$ cat config.mk
export PLATFORM = sky130hd
export DESIGN_NAME = alu_nibble_seq
export DESIGN_NICKNAME = d
export VERILOG_FILES = /design/src/rtl/alu_seq_pkg.sv /design/src/rtl/alu_nibble_seq.sv
export SDC_FILE = /design/constraint.sdc
export NUM_CORES = 1
export LEC_CHECK = 0
export CORE_ASPECT_RATIO = 1.4
export CORE_MARGIN = 5
export CORE_UTILIZATION = 45
export DETAILED_ROUTE_END_ITERATION = 10
export PLACE_DENSITY = 0.76
export SETUP_SLACK_MARGIN = 0.05
export SLEW_MARGIN = 20
export SYNTH_ARGS = -nofsm -noshare
export SYNTH_HDL_FRONTEND = slang
export SYNTH_SLANG_ARGS = --single-unit
$ cat constraint.sdc
create_clock -name clk -period 2.1 [get_ports clk]
set_input_delay 0.21 -clock clk [delete_from_list [all_inputs] [get_ports clk]]
set_output_delay 0.21 -clock clk [all_outputs]
set_load 0.02 [all_outputs]
$ cat src/rtl/alu_seq_pkg.sv
// Shared types and constants for the nibble-serial ALU sequencer.
package alu_seq_pkg;

    typedef enum logic [1:0] {
        IDLE,
        RUN,
        DONE
    } state_t;

    localparam int unsigned NIBBLE_W = 4;

    // Add select already used by the alu_4bit bench.
    localparam logic [1:0] OP_ADD = 2'b10;

endpackage

$ cat src/rtl/alu_nibble_seq.sv
// Drives an external 4-bit ALU one nibble at a time (LSB first), chaining carry
// between passes and returning the assembled wide result on a valid/ready port.
module alu_nibble_seq
    import alu_seq_pkg::*;
#(
    parameter int unsigned NIBBLES    = 4,
    parameter int unsigned SETTLE_CYC = 0,
    localparam int unsigned W         = NIBBLE_W * NIBBLES
) (
    input  logic         clk,
    input  logic         rst,
    input  logic         cmd_valid,
    output logic         cmd_ready,
    input  logic [W-1:0] cmd_a,
    input  logic [W-1:0] cmd_b,
    input  logic [1:0]   cmd_op,
    input  logic         cmd_cin,
    output logic         rsp_valid,
    input  logic         rsp_ready,
    output logic [W-1:0] rsp_z,
    output logic         rsp_cout,
    output logic [3:0]   alu_a,
    output logic [3:0]   alu_b,
    output logic         alu_cin,
    output logic [1:0]   alu_s_op,
    input  logic [3:0]   alu_z,
    input  logic         alu_cout
);

    localparam int unsigned IDX_W = (NIBBLES > 1) ? $clog2(NIBBLES) : 1;
    localparam logic [IDX_W-1:0] LAST_IDX = IDX_W'(NIBBLES - 1);
    localparam logic [2:0]       SETTLE   = 3'(SETTLE_CYC);

    state_t                             state;
    logic [IDX_W-1:0]                   idx;
    logic [2:0]                         cnt;
    logic                               carry;
    logic [1:0]                         op_q;
    logic [NIBBLES-1:0][NIBBLE_W-1:0]   a_q;
    logic [NIBBLES-1:0][NIBBLE_W-1:0]   b_q;
    logic [NIBBLES-1:0][NIBBLE_W-1:0]   z_q;

    always_ff @(posedge clk) begin
        if (rst) begin
            state    <= IDLE;
            idx      <= '0;
            cnt      <= '0;
            carry    <= 1'b0;
            op_q     <= '0;
            a_q      <= '0;
            b_q      <= '0;
            z_q      <= '0;
            rsp_cout <= 1'b0;
        end else begin
            case (state)
                IDLE: begin
                    if (cmd_valid) begin
                        a_q   <= cmd_a;
                        b_q   <= cmd_b;
                        op_q  <= cmd_op;
                        carry <= cmd_cin;
                        idx   <= '0;
                        cnt   <= '0;
                        state <= RUN;
                    end
                end
                RUN: begin
                    // Capture only in the final settle cycle of each nibble.
                    if (cnt == SETTLE) begin
                        cnt      <= '0;
                        z_q[idx] <= alu_z;
                        carry    <= alu_cout;
                        if (idx == LAST_IDX) begin
                            rsp_cout <= alu_cout;
                            state    <= DONE;
                        end else begin
                            idx <= idx + IDX_W'(1);
                        end
                    end else begin
                        cnt <= cnt + 3'd1;
                    end
                end
                DONE: begin
                    if (rsp_ready) begin
                        state <= IDLE;
                    end
                end
                default: state <= IDLE;
            endcase
        end
    end

    assign cmd_ready = (state == IDLE);
    assign rsp_valid = (state == DONE);
    assign rsp_z     = z_q;

    always_comb begin
        alu_a    = '0;
        alu_b    = '0;
        alu_cin  = 1'b0;
        alu_s_op = '0;
        if (state == RUN) begin
            alu_a    = a_q[idx];
            alu_b    = b_q[idx];
            alu_cin  = carry;
            alu_s_op = op_q;
        end
    end

endmodule

==> results.toml, run 1 <==
[pwr]
p_comb_frac = 0.119
p_leak_uw = 0.00143
ir_drop_mv = 0.539
power_frac_seq = 0.418
power_uw = 2850
p_int_uw = 2220
p_sw_uw = 628
p_clk_frac = 0.463
swShare = 0.221
power_density_nw_per_um2 = 777

[logic_synthesis]
ys_seq_elements = 59
synth_compound_area_frac = 0.159
synthAdderAreaFrac = 0.0284
syn_area_um2 = 2640
seq_area_frac_synth = 0.448
synth_fp_nets = 361
yosys.area.top_type = "dfxtp_1"
ys_warn_count = 0
synth_top_family_by_area = "simple AND/OR/NAND/NOR gates"
synth-simple-area-share = 0.221
synth_most_common_cell = "nand2_1"
synth.top_cell.area_share = 0.448
yosysUniqueCellTypes = 32
muxShareOfSynthArea = 0.0759
synthTopCellsByArea = "dfxtp_1 45%, a21oi_1 10%, nand2_1 10%, mux4_2 6.8%, nand3_1 3.6%"
syn_avg_cell_area_um2 = 8.48
synth_edf_count = 0
synth_ff_type = "dfxtp_1"
post_synth_inst_count = 311
ys_async_sr_fraction = 0
synth_xor_xnor_area_share = 0
synth_common_cells = "73 x nand2_1, 59 x dfxtp_1, 55 x a21oi_1, 19 x nand3_1, 14 x o21ai_0"

[timing]
hold_viol_final = 0
grt_setup_unrepaired = "false"
fin_skew_ns = 0.00704
min_period_ns = 1.99
setup_viol_count_final = 0
setup_tns_ns = 0
timing.slew.headroom = 0.508
worstMarginPinSlew_ns = 0.737
slew_violations = 0
fmax_ghz = 0.502
fin_crit_sh = 0.948

[cts]
cts_buffers = 9
clockBufferDepth = 2
clk_latency_ns = 0.34
h-tree-depth = 3
cts.clk_slew.worst_paths_ns = 0.07
holdBufCountCts = 0
root_buffer = "clkbuf_8"
cts_tree = "done"
cts.sinks = 59

[global_route]
use_met1 = 0.201
track_usage = 0.187
grt_overflow_total = 0
grt_pass1_vias = 2397
grt_max_degree = 38
antenna_found_initial = 0
grt_pass1_wl_mm = 10.7
busiest_layer = "met2"
met2_usage = 0.324
grt_util_met3 = 0.0509

[worst_hold_path]
hold_depth = 2
min_from = "rst"
hp-class = "in2reg"
whs_endpoint = "b_q[6]"

[drt]
drc_errors = 0
postRouteAntennaNets = 0
wl_per_cell_um = 14.7
drt-total-wl_mm = 6.72
vias = 2422
vias_per_cell = 5.29
drtPass1Iterations = 4
drtIter0Drc = 126

[final_layout]
seq_area_um2 = 1180
utilization = 0.634
syn2layout_area_growth_pct = 38.9
fillerInstances = 507
final_nets = 433
layout-drive-gt1-share = 0.119
multiInputGateArea_um2 = 1280
diodes = 0

[setup_path]
cp_max_fo = 13
cp.required_ns = 1.89
cp-start-kind = "register"
cp_data_arrival_time_ns = 1.78
r2r_cells = 5
rr_endpoint = "idx[1]"
endpoint_kind = "output port"
critical_path_class = "reg2out"
regToRegSetupSlack_ns = 0.26
r2r-start = "cnt[0]"

[run_status]
status = "complete, no violations"

[placement]
port_buffers = 73
gp_congestion = 0.787
dpl.hpwl_mm = 4.70

[job]
cap_viol_max_count = 0

[floorplanning]
chipWidth_um = 74.7
rows = 33
fp.coreArea_um2 = 5780
start_util = 0.456
die_h_um = 101
design.die.area_um2 = 7520
io-pin-count = 74
-- per-stage QoR --
stage                     std cells  setup slack (ns)  hold slack (ns)  area [µm²]
final                           458             0.109            0.320        3660
after detailed placement        442             0.132            0.448        3420
after global routing            458            0.0536            0.312        3660
after floorplan                 311             0.492            0.346        2640
after CTS                       458            0.0552            0.299        3670
after global placement          442             0.143            0.439        3420
-- cell usage in the layout, fill, tap and decap left out, types with 6 or more instances in the layout --
cell / synthesis / final
nand2_1: 73 / 73
clkdlybuf4s50_1: 0 / 61
dfxtp_1: 59 / 58
a21oi_1: 55 / 55
nand3_1: 19 / 19
o21ai_0: 14 / 14
clkbuf_8: 0 / 12
inv_1: 11 / 11
and2_1: 11 / 11
buf_4: 2 / 11
mux4_2: 8 / 8
ha_1: 6 / 6
-- logic make-up after synthesis --
kind of cell / count (synthesis)
flip-flops: 59
adder cells (fa/ha/maj): 6
buffers and inverters: 35
AO/OA/AOI/OAI: 78
AND/OR/NAND/NOR: 123
multiplexers: 10
-- power groups by stage --
stage / Combinational, µW / Sequential, µW / Clock (µW)
after floorplan: 187 / 1220 / 0
after global placement: 337 / 1210 / 0
after detailed placement: 342 / 1220 / 0
after CTS: 341 / 1190 / 1340
after global routing: 370 / 1200 / 1380
final: 339 / 1190 / 1320
-- registers in the layout, indices dropped and copies added, names as in the netlist --
register and flops:
op_q 2, carry 1, a_q 16, state 2, idx 2, rsp_cout 1, b_q 16, rsp_z 16
cnt 3
-- metal layers --
| layer | share of wire | wire (µm) | vias up |
|---|---|---|---|
| met5 | 0 | 0 | - |
| li1 | - | - | 1201 |
| met1 | 0.41 | 2730 | 1135 |
| met3 | 0.055 | 369 | 11 |
| met2 | 0.52 | 3470 | 75 |
| met4 | 0.022 | 146 | 0 |
-- worst max-delay path, stage by stage (launching register included) --
cell and delay, ns:
dfxtp_1 0.35, buf_12 0.16, mux4_2 0.49, and2_1 0.16
clkdlybuf4s15_1 0.28
-- cell type report --
cell class / instances / share of cell area
sequential: 59 / 0.323
multi-input combinational: 217 / 0.349
inverter: 11 / 0.0113
timing repair buffer: 85 / 0.222
clock inverter: 4 / 0.0259
clock buffer: 12 / 0.0451
tap: 70 / 0.0239
-- how the worst max path moves through the flow --
stage / startpoint / endpoint / slack, ns / cells past startpoint
floorplan: idx[0] / idx[1] / 0.49 / 6
global placement: idx[1] / alu_a[0] / 0.14 / 3
detailed placement: idx[1] / alu_a[1] / 0.13 / 3
CTS: state[0] / alu_s_op[1] / 0.06 / 4
global route: idx[0] / alu_a[2] / 0.05 / 4
finish: idx[0] / alu_a[2] / 0.11 / 4
-- timing repair --
action                                  CTS  global route
endpoints found under the setup margin   11             9
gates resized for setup                  10            13
pin swaps                                 0             0
setup buffers                             0             0
(Power assumes the default switching activity.)
==> run 2, diff against run 1 <==
--- a/config.mk
+++ b/config.mk
@@ -6,7 +6,7 @@
 export NUM_CORES = 1
 export LEC_CHECK = 0
 export CORE_ASPECT_RATIO = 1.4
-export CORE_MARGIN = 5
+export CORE_MARGIN = 4
 export CORE_UTILIZATION = 45
 export DETAILED_ROUTE_END_ITERATION = 10
 export PLACE_DENSITY = 0.76
@@ -15,3 +15,4 @@
 export SYNTH_ARGS = -nofsm -noshare
 export SYNTH_HDL_FRONTEND = slang
 export SYNTH_SLANG_ARGS = --single-unit
+export TNS_END_PERCENT = 30
==> results.toml, run 2 (synthesis gave the netlist of run 1 again) <==
[pwr]
swShare = 0.227
power_uw = 2770
power_density_nw_per_um2 = 753
ir_drop_mv = 0.663
p_leak_uw = 0.00141
p_comb_frac = 0.125
p_sw_uw = 628
p_clk_frac = 0.445
power_frac_seq = 0.430
p_int_uw = 2140

[floorplanning]
io-pin-count = 74
die_h_um = 98.6
chipWidth_um = 72.7
rows = 32
design.die.area_um2 = 7170
start_util = 0.471
fp.coreArea_um2 = 5610

[cts]
cts.sinks = 59
root_buffer = "clkbuf_8"
holdBufCountCts = 0
h-tree-depth = 3
cts_tree = "done"
clk_latency_ns = 0.34
cts.clk_slew.worst_paths_ns = 0.07
cts_buffers = 9
clockBufferDepth = 2

[drt]
drt-total-wl_mm = 6.88
wl_per_cell_um = 15.0
vias = 2420
vias_per_cell = 5.26
postRouteAntennaNets = 0
drtPass1Iterations = 4
drc_errors = 0
drtIter0Drc = 163

[run_status]
status = "complete, no violations"

[global_route]
grt_pass1_vias = 2434
track_usage = 0.198
grt_overflow_total = 0
grt_pass1_wl_mm = 11.2
antenna_found_initial = 0
grt_max_degree = 30

[setup_path]
cp.depth = 4
cp_slowest_stage_delay_ns = 0.48
path_cells = "buf_4 > mux4_2 > and2_1 > dlygate4sd2_1"
r2r_cells = 6
endpoint_kind = "output port"
timing.critical_path.buf_inv = 2
cp-start-kind = "register"
crit_path_start = "idx[0]"
critical_path_class = "reg2out"
slowest_stage = "mux4_2"
cp_data_arrival_time_ns = 1.77
cp_max_fo = 3
rr_endpoint = "idx[1]"
r2r-start = "idx[0]"
cp.required_ns = 1.89
regToRegSetupSlack_ns = 0.39
crit_family = "multiplexers"
crit_end = "alu_a[2]"

[timing]
fmax_ghz = 0.504
grt_setup_unrepaired = "true"
min_period_ns = 1.98
setup_tns_ns = 0
slew_violations = 0
setup_viol_count_final = 0
fin_crit_sh = 0.945
timing.slew.headroom = 0.732
worstMarginPinSlew_ns = 0.401
hold_viol_final = 0
fin_skew_ns = 0.00708

[job]
cap_viol_max_count = 0

[placement]
dpl.hpwl_mm = 4.85
gp_congestion = 0.762
place_area_um2 = 3420
port_buffers = 73

[worst_hold_path]
hp-class = "in2reg"

[final_layout]
final_nets = 437
layout-drive-gt1-share = 0.120
diodes = 0
mostFrequentLayoutCells = "73 x nand2_1, 63 x clkdlybuf4s50_1, 57 x dfxtp_1"
final_common_cell = "nand2_1"
fin_area_um2 = 3670
syn2layout_area_growth_pct = 39.2
==> run 2: cell types whose count changed in the layout (fill, tap and decap cells not counted), moves of 2 or more <==
cell,change
clkbuf_2,-3
dlygate4sd2_1,+4
clkdlybuf4s50_1,+2
dlymetal6s2s_1,-2
buf_4,+4
==> run 2: power groups by stage <==
| stage | clock (µW) | sequential, µW | combinational, µW |
|---|---|---|---|
| final | 1230 | 1190 | 345 |
| after global placement | 0 | 1210 | 339 |
| after detailed placement | 0 | 1210 | 345 |
| after CTS | 1250 | 1190 | 346 |
| after global routing | 1300 | 1200 | 377 |
| after floorplan | 0 | 1220 | 187 |
==> run 2: cell type report <==
type	count	area [µm²]
Clock buffer	13	179
Tap cell	68	85.1
Clock inverter	3	67.6
Timing Repair Buffer	89	840
Multi-Input combinational cell	217	1280
Sequential cell	59	1180
Inverter	11	41.3
Fill cell	480	1930
==> run 2: routing by layer <==
| layer | vias up | GRT usage | part of all wire |
|---|---|---|---|
| li1 | 1207 | - | - |
| met1 | 1126 | 0.229 | 0.38 |
| met2 | 73 | 0.346 | 0.54 |
| met3 | 14 | 0.0520 | 0.056 |
| met4 | 0 | 0.0710 | 0.022 |
| met5 | - | 0 | 0 |
==> run 2: worst min-delay path by stage <==
stage / start / to / slack, ns / cells past startpoint
global route: rst / b_q[6] / 0.31 / 2
CTS: rst / b_q[6] / 0.29 / 2
floorplan: cmd_a[0] / a_q[0] / 0.35 / 2
global placement: op_q[0] / op_q[0] / 0.44 / 2
finish: rst / b_q[15] / 0.30 / 2
detailed placement: op_q[0] / op_q[0] / 0.44 / 2
==> run 2: metrics by stage <==
step / hold slack, ns / cells / setup WS (ns) / util
6_report: 0.297 / 460 / 0.116 / 0.655
5_1_grt: 0.308 / 460 / 0.0462 / 0.655
4_1_cts: 0.293 / 459 / 0.0553 / 0.654
3_5_place_dp: 0.443 / 443 / 0.152 / 0.611
3_3_place_gp: 0.437 / 443 / 0.189 / 0.611
2_1_floorplan: 0.346 / 311 / 0.492 / -
==> run 2: what timing repair did <==
item | CTS | global route
hold endpoints to repair | 0 | 0
setup endpoints to repair | 8 | 7
setup buffers | 0 | 1
gates resized for setup | 12 | 3
